`src/rtl/toy_pack.sv`:
```
// Shared widths and request/response records for the DTCM initiator.
package toy_pack;

   localparam int ADDR_WIDTH     = 32;
   localparam int BUS_DATA_WIDTH = 32;
   localparam int FETCH_SB_WIDTH = 4;

   typedef struct packed {
      logic [ADDR_WIDTH-1:0]       addr;
      logic                        wr;
      logic [BUS_DATA_WIDTH-1:0]   wdata;
      logic [BUS_DATA_WIDTH/8-1:0] wstrb;
      logic [FETCH_SB_WIDTH-1:0]   sb;
   } dtcm_req_t;

   typedef struct packed {
      logic [BUS_DATA_WIDTH-1:0] data;
      logic [FETCH_SB_WIDTH-1:0] sb;
   } dtcm_rsp_t;

endpackage

```
`src/rtl/toy_dtcm_rsp_fifo.sv`:
```
// Generic synchronous FIFO with wrap-bit pointers; a pop on empty is ignored,
// push and pop may coincide in any occupancy state (no bypass).
module toy_dtcm_rsp_fifo #(
   parameter int  DEPTH = 4,
   parameter type T     = logic
) (
   input  logic clk,
   input  logic rst,
   input  logic push,
   input  T     push_data,
   input  logic pop,
   output T     pop_data,
   output logic full,
   output logic empty
);

   localparam int PW = $clog2(DEPTH);
   localparam logic [PW:0] PTR_ONE = 1;

   logic [PW:0] wr_ptr_q, rd_ptr_q;
   logic        pop_ok;
   T            mem_q [DEPTH];

   assign empty    = (wr_ptr_q == rd_ptr_q);
   assign full     = (wr_ptr_q[PW] != rd_ptr_q[PW]) && (wr_ptr_q[PW-1:0] == rd_ptr_q[PW-1:0]);
   assign pop_ok   = pop & ~empty;
   assign pop_data = mem_q[rd_ptr_q[PW-1:0]];

   always_ff @(posedge clk) begin
      if (rst) begin
         wr_ptr_q <= '0;
         rd_ptr_q <= '0;
      end else begin
         if (push)   wr_ptr_q <= wr_ptr_q + PTR_ONE;
         if (pop_ok) rd_ptr_q <= rd_ptr_q + PTR_ONE;
      end
   end

   always_ff @(posedge clk) begin
      if (push) mem_q[wr_ptr_q[PW-1:0]] <= push_data;
   end

endmodule

```
`src/rtl/toy_dtcm_master.sv`:
```
// LSU-side initiator for the dtcm_mem_* port: credit-gated issue, fixed-latency
// read tracking, buffered responses. Optional sideband check: TOY_DTCM_SB_CHECK_EN.
module toy_dtcm_master
   import toy_pack::*;
#(
   parameter int RD_LAT    = 2,
   parameter int RSP_DEPTH = 4,
   parameter int ADDR_W    = ADDR_WIDTH,
   parameter int DATA_W    = BUS_DATA_WIDTH,
   parameter int SB_W      = FETCH_SB_WIDTH
) (
   input  logic                clk,
   input  logic                rst,
   input  logic                req_vld,
   output logic                req_rdy,
   input  logic [ADDR_W-1:0]   req_addr,
   input  logic                req_wr,
   input  logic [DATA_W-1:0]   req_wdata,
   input  logic [DATA_W/8-1:0] req_wstrb,
   input  logic [SB_W-1:0]     req_sb,
   output logic                rsp_vld,
   input  logic                rsp_rdy,
   output logic [DATA_W-1:0]   rsp_data,
   output logic [SB_W-1:0]     rsp_sb,
   output logic                idle,
   output logic                sb_err,
   output logic                dtcm_mem_en,
   output logic                dtcm_mem_wr_en,
   output logic [ADDR_W-1:0]   dtcm_mem_addr,
   output logic [DATA_W-1:0]   dtcm_mem_wr_data,
   output logic [DATA_W/8-1:0] dtcm_mem_wr_byte_en,
   output logic [SB_W-1:0]     dtcm_mem_req_sideband,
   input  logic [DATA_W-1:0]   dtcm_mem_rd_data,
   input  logic [SB_W-1:0]     dtcm_mem_ack_sideband
);

   localparam int CW = $clog2(RSP_DEPTH) + 1;
   localparam logic [CW-1:0] CREDIT_MAX = CW'(RSP_DEPTH);
   localparam logic [CW-1:0] CREDIT_ONE = CW'(1);

   dtcm_req_t         req;
   dtcm_rsp_t         push_rsp, head_rsp;
   logic              fire, ld_fire, rsp_pop, capture;
   logic [CW-1:0]     credit_q, credit_d;
   logic [RD_LAT-1:0] trk_vld_q, trk_vld_d;
   logic [SB_W-1:0]   trk_sb_q [RD_LAT];
   logic [SB_W-1:0]   trk_sb_d [RD_LAT];
   logic              fifo_empty, unused_fifo_full;

   assign req = {req_addr, req_wr, req_wdata, req_wstrb, req_sb};

   assign req_rdy = ~rst & (credit_q != '0);
   assign fire    = req_vld & req_rdy;
   assign ld_fire = fire & ~req.wr;
   assign rsp_pop = rsp_vld & rsp_rdy;

   assign dtcm_mem_en           = fire;
   assign dtcm_mem_wr_en        = fire & req.wr;
   assign dtcm_mem_addr         = req.addr;
   assign dtcm_mem_wr_data      = req.wdata;
   assign dtcm_mem_wr_byte_en   = req.wstrb;
   assign dtcm_mem_req_sideband = req.sb;

   // One credit per response slot, so a tracked read always finds room.
   always_comb begin
      credit_d = credit_q;
      if (ld_fire & ~rsp_pop)      credit_d = credit_q - CREDIT_ONE;
      else if (~ld_fire & rsp_pop) credit_d = credit_q + CREDIT_ONE;
   end

   always_ff @(posedge clk) begin
      if (rst) credit_q <= CREDIT_MAX;
      else     credit_q <= credit_d;
   end

   generate
      for (genvar gi = 0; gi < RD_LAT; gi++) begin : g_trk
         if (gi == 0) begin : g_head
            assign trk_vld_d[gi] = ld_fire;
            assign trk_sb_d[gi]  = req.sb;
         end else begin : g_tail
            assign trk_vld_d[gi] = trk_vld_q[gi-1];
            assign trk_sb_d[gi]  = trk_sb_q[gi-1];
         end
      end
   endgenerate

   always_ff @(posedge clk) begin
      if (rst) trk_vld_q <= '0;
      else     trk_vld_q <= trk_vld_d;
      trk_sb_q <= trk_sb_d;
   end

   assign capture  = trk_vld_q[RD_LAT-1];
   assign push_rsp = {dtcm_mem_rd_data, trk_sb_q[RD_LAT-1]};

   toy_dtcm_rsp_fifo #(
      .DEPTH (RSP_DEPTH),
      .T     (dtcm_rsp_t)
   ) u_rsp_fifo (
      .clk       (clk),
      .rst       (rst),
      .push      (capture),
      .push_data (push_rsp),
      .pop       (rsp_pop),
      .pop_data  (head_rsp),
      .full      (unused_fifo_full),
      .empty     (fifo_empty)
   );

   assign rsp_vld  = ~fifo_empty;
   assign rsp_data = head_rsp.data;
   assign rsp_sb   = head_rsp.sb;
   assign idle     = (credit_q == CREDIT_MAX);

`ifdef TOY_DTCM_SB_CHECK_EN
   logic sb_err_q, sb_err_d, sb_mis;

   assign sb_mis   = capture & (dtcm_mem_ack_sideband != trk_sb_q[RD_LAT-1]);
   assign sb_err_d = sb_err_q | sb_mis;
   assign sb_err   = sb_err_q;

   always_ff @(posedge clk) begin
      if (rst) sb_err_q <= 1'b0;
      else     sb_err_q <= sb_err_d;
   end

`ifndef SYNTHESIS
   always_ff @(posedge clk) begin
      if (!rst && sb_mis)
         $error("toy_dtcm_master: ack sideband %0h, expected %0h", dtcm_mem_ack_sideband, trk_sb_q[RD_LAT-1]);
   end
`endif
`else
   logic unused_ack_sb;

   assign unused_ack_sb = ^dtcm_mem_ack_sideband;
   assign sb_err        = 1'b0;
`endif

endmodule

```
`config.mk`:
```
export PLATFORM = sky130hd
export DESIGN_NAME = toy_dtcm_master
export DESIGN_NICKNAME = d
export VERILOG_FILES = /design/src/rtl/toy_pack.sv /design/src/rtl/toy_dtcm_rsp_fifo.sv /design/src/rtl/toy_dtcm_master.sv
export SDC_FILE = /design/constraint.sdc
export NUM_CORES = 1
export LEC_CHECK = 0
export BUFFER_PORTS_ARGS = -buffer_cell sky130_fd_sc_hd__buf_4
export CORE_UTILIZATION = 40
export DETAILED_ROUTE_END_ITERATION = 8
export PLACE_DENSITY_LB_ADDON = 0.12
export SLEW_MARGIN = 20
export SYNTH_ARGS = -nofsm -noshare
export SYNTH_HDL_FRONTEND = slang
export SYNTH_SLANG_ARGS = --single-unit
export TNS_END_PERCENT = 1
```
`constraint.sdc`:
```
create_clock -name clk -period 2.5 [get_ports clk]
set_clock_uncertainty 0.1 [all_clocks]
set_input_delay 0.125 -clock clk [delete_from_list [all_inputs] [get_ports clk]]
set_output_delay 0.125 -clock clk [all_outputs]
set_load 0.03 [all_outputs]
```
Word-level counts from Yosys, hierarchy flattened
Memories as Yosys holds them, arrays and structs flattened. A register that Yosys moved wholly into a read port is not among the register bits.
Index checks and enable logic that the tools add are counted.
Word-level totals
  output and inout bits: 114
  word-level logic and storage cells: 34
  RAM bits: 144
  memories: 1
  bits in registers: 19
  input bits: 113
Cells by class
  bitwise logic cells: 13
  reduce and logical (&&, ||, !) cells: 2
  muxes and demuxes: 6
  add/sub/neg operators: 4
  equality and inequality tests: 2
Memories
  u_rsp_fifo.mem_q: words 4, width 36, rd ports 1, clocked after memory_dff 1, write ports 1, line toy_dtcm_rsp_fifo.sv:22  | T mem_q [DEPTH];
Operators with widths (number)
  adder 3 x 1 -> 3 bit (second input constant): 3
  AND 1 bit: 8
  two-way mux 3 bit: 2
  NOT 1 bit: 5
  two-way mux 2 bit: 2
  == test 3 bit: 1
  == test 3 bit (second input constant): 1
  nonzero test 3 bit: 1
  subtractor 3 x 1 -> 3 bit (second input constant): 1
  two-way mux 1 bit: 2
  nonzero test 2 bit: 1

Logic depth before layout (Yosys ltp)
Gate-level depths: netlist of run 1.
  depth after elaboration: 8
  gate-level depth with buffers: 9

Cells and area by module
A second synthesis of run 1 with hierarchy kept.
Unflattened totals
  cells, all modules: 352
  area, all modules: 6656.4 sq um
By module, submodules not included
  toy_dtcm_rsp_fifo: instances 1, cells an instance 240, area each 5684.2 sq um
  toy_dtcm_master: instances 1, cells an instance 112, area each 972.2 sq um

Worst setup path after synthesis of run 1
OpenSTA, ideal clock, no wires.
  kind: register to register
  from: reg u_rsp_fifo.wr_ptr_q[0]
  to: reg credit_q[2]
  library setup time: 132 ps
  slack: -225 ps
  stages on the path, launching flop included: 10
  clock period less this slack: 2725 ps
  data arrival time: 2492 ps
  data required time: 2268 ps
  path buffers: 0
  cells stage by stage: dfxtp_1 -> xor2_1 -> or3_1 -> nand2_1 -> ha_1 -> inv_1 -> fa_1 -> xor2_1 -> o21ai_0 -> or3b_2
On the way
  longest elaborated chain between the ends: 6
  elaborated cells on any way between the ends: 8
  classes of those cells: eq/ne: 1; mux: 1; bitwise: 5; reduce/logical: 1
RTL lines
  from (decl): line toy_dtcm_rsp_fifo.sv:20  | logic [PW:0] wr_ptr_q, rd_ptr_q;
  from (signal assigned): line toy_dtcm_rsp_fifo.sv:34  | if (push) wr_ptr_q <= wr_ptr_q + PTR_ONE;
  == test 3 bit *: line toy_dtcm_rsp_fifo.sv:24  | assign empty = (wr_ptr_q == rd_ptr_q);
  NOT 1 bit *: line toy_dtcm_master.sv:111  | assign rsp_vld = ~fifo_empty;
  via rsp_vld: line toy_dtcm_master.sv:21  | output logic rsp_vld,
  AND 1 bit *: line toy_dtcm_master.sv:55  | assign rsp_pop = rsp_vld & rsp_rdy;
  NOT 1 bit: line toy_dtcm_master.sv:67  | if (ld_fire & ~rsp_pop) credit_d = credit_q - CREDIT_ONE;
  AND 1 bit: line toy_dtcm_master.sv:67
  two-way mux 3 bit / nonzero test 2 bit (equally long branches)
  to (signal assigned): line toy_dtcm_master.sv:73  | else credit_q <= credit_d;
  to (decl): line toy_dtcm_master.sv:44  | logic [CW-1:0] credit_q, credit_d;
Mark *: on every way through the listed nets, which the timed path passes. The rest lies on a longest branch.
A chain may end at the register's enable or synchronous reset.

Worst setup path after layout of run 1
  from: reg u_rsp_fifo.rd_ptr_q[1]
  to: reg credit_q[2]
On the way
  longest elaborated chain between the ends: 6
  elaborated cells on any way between the ends: 8
  classes of those cells: eq/ne: 1; mux: 1; bitwise: 5; reduce/logical: 1
RTL lines
  from (decl): line toy_dtcm_rsp_fifo.sv:20
  from (signal assigned): line toy_dtcm_rsp_fifo.sv:35  | if (pop_ok) rd_ptr_q <= rd_ptr_q + PTR_ONE;
  == test 3 bit *: line toy_dtcm_rsp_fifo.sv:24
  NOT 1 bit *: line toy_dtcm_master.sv:111
  AND 1 bit *: line toy_dtcm_master.sv:55
  NOT 1 bit: line toy_dtcm_master.sv:67
  AND 1 bit: line toy_dtcm_master.sv:67
  two-way mux 3 bit / nonzero test 2 bit (equally long branches)
Every way passes the cells marked *; elsewhere a longest branch is shown, timed or not.

==> results_dict.tcl, run 1 <==
set metrics [dict create \
    crit_type "reg2reg" \
    min_period_ps 2410 \
    clk_pin_slew_ps 60 \
    numPortBuffers 85 \
    p_switching_mw 1.73 \
    grtUsageTotal_pct 14.8 \
    preCtsSetupSlack_ps -0.938 \
    clock-root-buffer "clkbuf_16" \
    drv_slew 0 \
    synth_cells 351 \
    pwr-share-comb_pct 19.1 \
    htreeDepth 4 \
    wl_per_cell_um 18.7 \
    vias_per_cell 4.94 \
    yosys_warnings 0 \
    endpoint_kind "flip-flop" \
    crit_fanout 5 \
    die_x_um 132 \
    gr-usage-met3_pct 5.46 \
    drtPass1Iterations 4 \
    layout-drive-gt1-share_pct 34.2 \
    grt_max_degree 37 \
    ys_seq_area_share_pct 70.2 \
    switching_share_pct 25.7 \
    worstPathRequired_ps 2700 \
    tns_ps 0 \
    use_met1_pct 16.9 \
    core-area_mm2 0.0165 \
    leakagePower_nw 2.87 \
    synth_top_area_cell "edfxtp_1" \
    die-area_mm2 0.0174 \
    clk-insertion-delay-late_ps 420 \
    clock_sinks 165 \
    synth.net_count 471 \
    grt_util_met2_pct 23.8 \
    finalPower_mw 6.73 \
    final_antenna_net_count 0 \
    utilization_pct 49.8 \
    rsz0062_at_grt "false" \
    cts_tree "built" \
    status "finished, final reports clean" \
    diodes 0 \
    setup_viol 0 \
    grt_pass1_wl_um 18700 \
    synth_area_mm2 0.00676 \
    yosys.cell_types.count 36 \
    power_density_mw_per_mm2 818 \
    start_util_pct 40.9 \
    seq_power_share_pct 45.7 \
    synth-seq-cells 165 \
    grt.busiest_layer "met2" \
    ios 227 \
    wirelength_um 12200 \
    grt_pass1_vias 3432 \
    min_period_over_period_pct 96.3 \
    n_fill_cell 1348 \
    vias 3241 \
    stdcell_count 656 \
    max_cap_viol_count 0 \
    synth.avg_cell_area_um2 19.2 \
    dp.cells 583 \
    synth.area.top_cells "edfxtp_1, mux4_1, buf_4" \
    pwr-share-clk_pct 35.1 \
    cts_buffers 17 \
    power.internal_mw 5.00 \
    hp-class "in2out" \
    dpl.hpwl_um 7270 \
    area_growth_pct 21.7 \
    die_y_um 132 \
    grt_overflow 0 \
    final_nets 543 \
    clock.fmax_ghz 0.415 \
    drtIter0Drc 204 \
    arrival_ps 2610 \
    cp-start-kind "flip-flop" \
    hold_viol 0 \
    ir_drop_v 0.000470 \
    yosysTopAreaCellShare_pct 64.0 \
    setup_ws_ps 92.9 \
    core.rowCount 47 \
    cts_max_path_buffers 2 \
    drc 0 \
    grt_antenna_before_repair 0 \
    gp_congestion 0.711 \
]
-- cells in the mapped netlist, drive strengths merged --
cell type and instances:
mux2i 1, o2111ai 1, dfxtp 21, xnor2 2, nand2 4, and3 2, ha 6, o211ai 1
nor2b 1, or3 3, nor4 1, nor4b 2, clkbuf 2, nand3b 2, nand3 2, a41oi 1
nand2b 1, xor2 5, nor3 2, mux4 36, inv 7, or3b 1, and2 5, nor2 7
a21oi 2, o21ai 3, fa 1, conb 1, nor3b 2, a31oi 1, buf 81, edfxtp 144
-- metal layers --
| layer | share of wire, % | vias to the layer above |
|---|---|---|
| met5 | 0 | - |
| met4 | 3.7 | 0 |
| met3 | 6.5 | 56 |
| met2 | 49 | 124 |
| met1 | 41 | 1612 |
| li1 | - | 1449 |
-- metrics by stage --
step / hold WS, ps / instance area, µm²
after floorplan: 52.7 / 6800
after global placement: 139 / 7230
after detailed placement: 140 / 7230
after CTS: 150 / 8180
after global routing: 150 / 8220
final: 150 / 8220
-- critical path, stage by stage, from the launching register on --
cell	delay (ps)
dfxtp_4	370
xor2_4	200
or3_4	410
nand2_4	70
ha_4	120
inv_1	50
fa_2	330
xor2_1	160
o21ai_1	110
or3b_4	370
-- registers in the layout, indices dropped and copies added, names as in the netlist, named ones only --
name and cells:
trk_vld_q 2, u_rsp_fifo.mem_q 144, push_rsp 4, trk_sb_d 4
u_rsp_fifo.wr_ptr_q 3, credit_q 3, u_rsp_fifo.rd_ptr_q 3
-- layout by cell type (no fill, tap or decap), types with 3 or more instances in the layout --
cell type	Yosys	layout
edfxtp_1	144	144
buf_4	73	91
dlygate4sd3_1	0	40
mux4_1	32	32
clkbuf_16	0	17
dfxtp_1	21	14
inv_1	7	7
nor2_1	7	7
ha_1	6	5
dfxtp_2	0	5
buf_12	0	5
mux4_2	4	4
and2_2	0	4
clkinv_2	0	4
nand2_1	4	3
clkinv_1	0	3
-- final cells by class --
cell class / count / area [µm²] / area share (%)
Inverter: 7 / 26.3 / 0.320
Clock buffer: 18 / 429 / 5.22
Clock inverter: 14 / 111 / 1.35
Timing Repair Buffer: 136 / 1180 / 14.4
Sequential cell: 165 / 4760 / 57.9
Tap cell: 220 / 275 / 3.35
Multi-Input combinational cell: 96 / 1440 / 17.5
-- what timing repair did --
item | 4_1_cts | 5_1_grt
gates resized for setup | 0 | 8
hold buffers | 40 | 0
endpoints found under the setup margin | 1 | 1
buffers inserted | 1 | 0
gates cloned | 0 | 0
endpoints found under the hold margin | 143 | 0
pin swaps | 0 | 1
-- path summary, 6_finish.rpt --
path / from / endpoint / slack, ps / cells past startpoint
max: u_rsp_fifo.rd_ptr_q[1] / credit_q[2] / 90 / 9
min: req_addr[16] / dtcm_mem_addr[16] / 150 / 0
max reg2reg: u_rsp_fifo.rd_ptr_q[1] / credit_q[2] / 90 / 9
min reg2reg: trk_sb_d[2] / push_rsp[2] / 230 / 0
-- kinds of logic (layout without fill, tap and decap cells) --
logic type,count (synthesis),in the layout,synth area share (%)
buffers and inverters,90,175,9.59
AND/OR/NAND/NOR,35,35,2.94
multiplexers,37,37,13.9
XOR/XNOR,7,7,0.907
adder cells (fa/ha/maj),7,7,1.41
flip-flops,165,165,70.2
other,1,1,0.0555
AO/OA/AOI/OAI,9,9,0.945
-- power by group through the flow --
stage               registers [mW]  logic (mW)  clock network [mW]
finish                        3.08        1.29                2.36
global route                  3.08        1.36                2.55
CTS                           3.08        1.29                2.44
detailed placement            3.13        1.24                   0
global placement              3.13        1.23                   0
floorplan                     3.12        1.06                   0
(Power assumes the default switching activity.)
==> run 2: changes to the inputs <==
Settings changed: PLACE_DENSITY set to 0.68, PLACE_DENSITY_LB_ADDON 0.12 to unset.
==> run 2 against run 1 <==
Flip-flop and latch count did not move. Setup slack worse by 9.4 ps. Global-route usage increased by 1.7 points. Die area stayed put. Power is 3.4% higher. Non-clock buffer count rose by 2. Final area grew 0.58%. Clock power grew 8.9%. Register-to-register slack hardly changed. Clock-buffer cell count up 1. Combinational power is essentially flat. Via count rose by 0.22%. Largest power group unchanged.
==> results_dict.tcl, run 2 (synthesis gave the netlist of run 1 again) <==
set metrics [dict create \
    leakagePower_nw 2.89 \
    wl_per_cell_um 21.5 \
    cts_max_path_buffers 2 \
    arrival_ps 2620 \
    drtPass1Iterations 4 \
    hp-class "in2out" \
    slowest_stage "or3_4" \
    cts_buffers 17 \
    mostFrequentLayoutCell "edfxtp_1" \
    slew_headroom_pct 62.3 \
    grt_antenna_before_repair 0 \
    layout-drive-gt1-share_pct 34.5 \
    power_density_mw_per_mm2 841 \
    rsz0062_at_grt "false" \
    layout_common_cells "edfxtp_1, buf_4, dlygate4sd3_1" \
    worst-r2r-cell-count 9 \
    clock_sinks 165 \
    gp_congestion 0.823 \
    hold_viol 0 \
    utilization_pct 50.0 \
    setup_viol 0 \
    timing.critical_path.to "credit_q[2]" \
    final_antenna_net_count 0 \
    final_nets 545 \
    r2r_start "u_rsp_fifo.wr_ptr_q[2]" \
    start_util_pct 40.9 \
    numPortBuffers 85 \
    min_period_ps 2420 \
    dpl.hpwl_um 9510 \
    vias 3248 \
    ios 227 \
    n_fill_cell 1331 \
    ir_drop_v 0.000472 \
    grtUsageTotal_pct 16.6 \
    min_period_over_period_pct 96.7 \
    drtIter0Drc 143 \
    reg2reg_to "credit_q[2]" \
    core.rowCount 47 \
    grt_pass1_vias 3407 \
    stdcell_count 658 \
    worstPathRequired_ps 2700 \
    dp.cells 582 \
    core-area_mm2 0.0165 \
    area_growth_pct 22.4 \
    r2r_setup_slack_ps 80 \
    die-area_mm2 0.0174 \
    largest_reg_flops 144 \
    worstMarginPinSlew_ps 566 \
    drv_slew 0 \
    crit_chain "xor2_2 > or3_4 > nand2_2 > ha_4 > inv_1 > fa_2 > xor2_1 > o21ai_1 > or3b_4" \
    crit_family "simple AND/OR/NAND/NOR gates" \
    crit_type "reg2reg" \
    critPathMaxStageDelay_ps 400 \
    wirelength_um 14100 \
    die_x_um 132 \
    grt_overflow 0 \
    max_cap_viol_count 0 \
    clk_pin_slew_ps 60 \
    vias_per_cell 4.94 \
    startpoint "u_rsp_fifo.wr_ptr_q[2]" \
    endpoint_kind "flip-flop" \
    grt_pass1_wl_um 20900 \
    cp-start-kind "flip-flop" \
    path_depth 9 \
    clock.fmax_ghz 0.414 \
    path_buf_inv 1 \
    crit_fanout 3 \
    hold_ws_ps 150 \
    htreeDepth 4 \
    status "finished, final reports clean" \
    drc 0 \
    grt_max_degree 37 \
    die_y_um 132 \
    clock-root-buffer "clkbuf_16" \
    clk-insertion-delay-late_ps 420 \
    cts_tree "built" \
    diodes 0 \
]
-- run 2: timing repair --
action / in CTS / in global routing
buffers inserted: 1 / 3
pin swaps: 0 / 2
hold buffers: 40 / 0
endpoints found under the hold margin: 143 / 0
endpoints found under the setup margin: 1 / 1
gates resized for setup: 2 / 5
-- run 2: how the worst min path moves through the flow --
stage	slack, ps	startpoint	cells past startpoint	end
3_5_place_dp	140	req_sb[0]	1	trk_sb_d[0]
2_1_floorplan	50	req_sb[0]	0	trk_sb_d[0]
4_1_cts	150	req_addr[12]	0	dtcm_mem_addr[12]
6_report	150	req_addr[13]	0	dtcm_mem_addr[13]
3_3_place_gp	140	req_sb[1]	1	trk_sb_d[1]
5_1_grt	150	req_addr[13]	0	dtcm_mem_addr[13]
-- run 2: area by class of cell --
| cell class | instances | area [µm²] | share of cell area, % |
|---|---|---|---|
| flip-flops and latches | 165 | 4760 | 57.6 |
| multi-input cells | 96 | 1420 | 17.2 |
| repair buffers | 138 | 1200 | 14.5 |
| clock buffers | 19 | 433 | 5.23 |
| well taps | 220 | 275 | 3.33 |
| clock inverters | 13 | 154 | 1.86 |
| inverters | 7 | 26.3 | 0.318 |
-- run 2: per-layer routing --
| layer | track usage [%] | share of wire, % | up-vias |
|---|---|---|---|
| met1 | 17.1 | 36 | 1604 |
| met3 | 7.23 | 9.0 | 38 |
| met2 | 28.7 | 52 | 152 |
| met5 | 0.833 | 0 | - |
| li1 | - | - | 1454 |
| met4 | 7.95 | 3.1 | 0 |
-- run 2: through the flow --
stage,setup WS (ps),power (mW),TNS (ps),area (µm²)
finish,83.5,6.96,0,8270
global route,6.93,7.19,0,8270
CTS,42.4,7.01,0,8230
detailed placement,-38.8,4.38,-38.8,7230
global placement,50.0,4.36,0,7230
floorplan,5.46,4.18,0,6800
-- run 2: where the power goes --
part	switching [mW]	internal [mW]
combinational	0.695	0.615
sequential	0.0374	3.04
clock	1.00	1.57
==> run 3: changes to the inputs <==
Settings changed: ABC_AREA set to 1.
==> run 3 against run 2 <==
Register-to-register slack improved by 280 ps. Combinational power is essentially flat. Hold slack unchanged. Global-route usage increased by 1.1 points. Power is 1.7% lower. Critical endpoint is now rsp_data[16]. Largest power group unchanged.
==> results_dict.tcl, run 3 <==
set metrics [dict create \
    status "finished, final reports clean" \
    clk_pin_slew_ps 70 \
    layout_common_cells "edfxtp_1, buf_4, nor2_1" \
    cts_buffers 17 \
    area_growth_pct 19.8 \
    fin_area_mm2 0.00803 \
    wirelength_um 15500 \
    yosys_warnings 0 \
    htreeDepth 4 \
    vias_per_cell 5.00 \
    yosys.cell_types.count 23 \
    synthFlopType "edfxtp_1" \
    cts_tree "built" \
    core-area_mm2 0.0161 \
    synth.top_cells.by_count "edfxtp_1, buf_4, nor2_1" \
    tns_ps 0 \
    clk-insertion-delay-late_ps 410 \
    holdPathEnd "dtcm_mem_addr[16]" \
    die_x_um 131 \
    switching_share_pct 29.5 \
    preCtsSetupSlack_ps 408 \
    worstMarginPinSlew_ps 586 \
    synth_cells 521 \
    hold_viol 0 \
    register_area_mm2 0.00475 \
    leakagePower_nw 2.92 \
    final_antenna_net_count 0 \
    grt_max_degree 44 \
    drtPass1Iterations 4 \
    grt_pass1_wl_um 22500 \
    synth.net_count 641 \
    cts_resized 0 \
    slowest_stage "dfxtp_2" \
    synth_top_area_cell "edfxtp_1" \
    multi_input_area_mm2 0.00119 \
    drtIter0Drc 181 \
    cp-start-kind "flip-flop" \
    ir_drop_v 0.000394 \
    pwr-share-comb_pct 18.8 \
    hp-class "in2out" \
    clock-root-buffer "clkbuf_16" \
    dpl.hpwl_um 10300 \
    setup_ws_ps 277 \
    die_y_um 131 \
    layout-drive-gt1-share_pct 23.7 \
    async_flop_share_pct 0 \
    pwr-share-clk_pct 36.3 \
    worst-r2r-cell-count 11 \
    dpl_cell_area_mm2 0.00705 \
    reg2reg_to "credit_q[2]" \
    seq_power_share_pct 44.9 \
    start_util_pct 41.6 \
    worstPathRequired_ps 2280 \
    synth.area.top_cells "edfxtp_1, buf_4, dfxtp_1" \
    grt_antenna_before_repair 0 \
    synth_most_common_cell "edfxtp_1" \
    arrival_ps 2000 \
    drc 0 \
    core.rowCount 46 \
    slew_headroom_pct 60.9 \
    p_switching_mw 2.01 \
    ios 227 \
    mostFrequentLayoutCell "edfxtp_1" \
    drv_slew 0 \
    r2r_setup_slack_ps 360 \
    power_density_mw_per_mm2 851 \
    vias 4032 \
    max_cap_viol_count 0 \
    numPortBuffers 85 \
    gp_congestion 0.762 \
    grt_overflow 0 \
    wl_per_cell_um 19.3 \
    crit_type "reg2out" \
    endpoint_kind "output port" \
    n_fill_cell 1394 \
    grt_pass1_vias 3882 \
    whs_path_depth 0 \
    largest_reg_flops 144 \
    ys_seq_area_share_pct 70.8 \
    min_period_ps 2220 \
    rsz0062_at_grt "false" \
    min_from "req_addr[16]" \
    power.internal_mw 4.82 \
    synth.avg_cell_area_um2 12.9 \
    clock_sinks 165 \
    setup_viol 0 \
    crit_chain "inv_4 > buf_12 > nor2_1 > o22ai_1 > buf_4" \
    synth-seq-cells 165 \
    grtUsageTotal_pct 17.7 \
    crit_fanout 43 \
    synth_area_mm2 0.00670 \
    clock.fmax_ghz 0.450 \
    r2r_start "credit_q[1]" \
    synth_edf_count 144 \
    diodes 0 \
    cts_setup_buffers 0 \
    yosysTopAreaCellShare_pct 64.5 \
    cts_max_path_buffers 2 \
    final_nets 698 \
    die-area_mm2 0.0173 \
    critPathMaxStageDelay_ps 430 \
    min_period_over_period_pct 88.9 \
]
## run 3: cell types whose count changed in the layout (fill, tap and decap cells not counted), moves of 10 or more
cell     change
nor2_1      +75
o21ai_0     +22
nand2_1     +15
o22ai_1     +36
mux4_1      -32
inv_2       +10
o21ai_1     +53
## run 3: power groups by stage
stage	Combinational [mW]	Sequential [mW]	Clock, mW
2_1_floorplan	1.01	3.11	0
3_3_place_gp	1.21	3.13	0
3_5_place_dp	1.24	3.13	0
4_1_cts	1.30	3.07	2.52
5_1_grt	1.37	3.07	2.61
6_report	1.29	3.07	2.48
## run 3: critical path, delay by kind of cell, from the launching register on
kind,cells,cell delay (ps)
AO/OA/AOI/OAI,1,210
buffers and inverters,3,860
flip-flops,1,430
AND/OR/NAND/NOR,1,60
## run 3: worst max path at each step
stage | end | from | cells after the start | slack [ps]
after global placement | credit_q[2] | credit_q[1] | 11 | 510
after global routing | rsp_data[16] | flip-flop | 5 | 180
after floorplan | credit_q[2] | credit_q[1] | 11 | 290
after CTS | rsp_data[16] | flip-flop | 5 | 260
after detailed placement | credit_q[2] | credit_q[1] | 11 | 410
final | rsp_data[16] | flip-flop | 5 | 280
## run 3: through the flow
step                power [mW]  std cells  hold WS [ps]  util [%]
floorplan                 4.12        521          52.7         -
global placement          4.34        735           140      43.8
detailed placement        4.38        735           141      43.8
CTS                       6.89        807           150      49.8
global route              7.06        807           150      49.8
finish                    6.84        807           150      49.8
## run 3: logic make-up after synthesis
logic type                 Yosys count  synth area share, %
DFF                                165                 70.8
and+or+nand+nor                    105                 6.05
adders and majority gates            7                 1.42
other                                1               0.0560
buffers and inverters              118                 11.5
xor gates and xnor gates             1                0.131
AOI/OAI and AO/OA                  124                 10.0
## run 3: what timing repair did
action,4_1_cts,5_1_grt
setup endpoints to repair,0,0
hold buffers,40,0
endpoints found under the hold margin,145,0
## run 3: area by class of cell
| type | instances | share of cell area [%] |
|---|---|---|
| repair buffers | 133 | 14.5 |
| flip-flops and latches | 165 | 59.1 |
| well taps | 216 | 3.37 |
| multi-input cells | 238 | 14.8 |
| clock inverters | 15 | 1.89 |
| inverters | 23 | 1.12 |
| clock buffers | 17 | 5.30 |
## run 3: layer usage
metal	vias to the layer above	track usage [%]	part of all wire, %
met5	-	0.877	0
met3	36	5.71	8.2
li1	1895	-	-
met1	1912	17.7	35
met2	189	33.1	54
met4	0	7.75	2.8
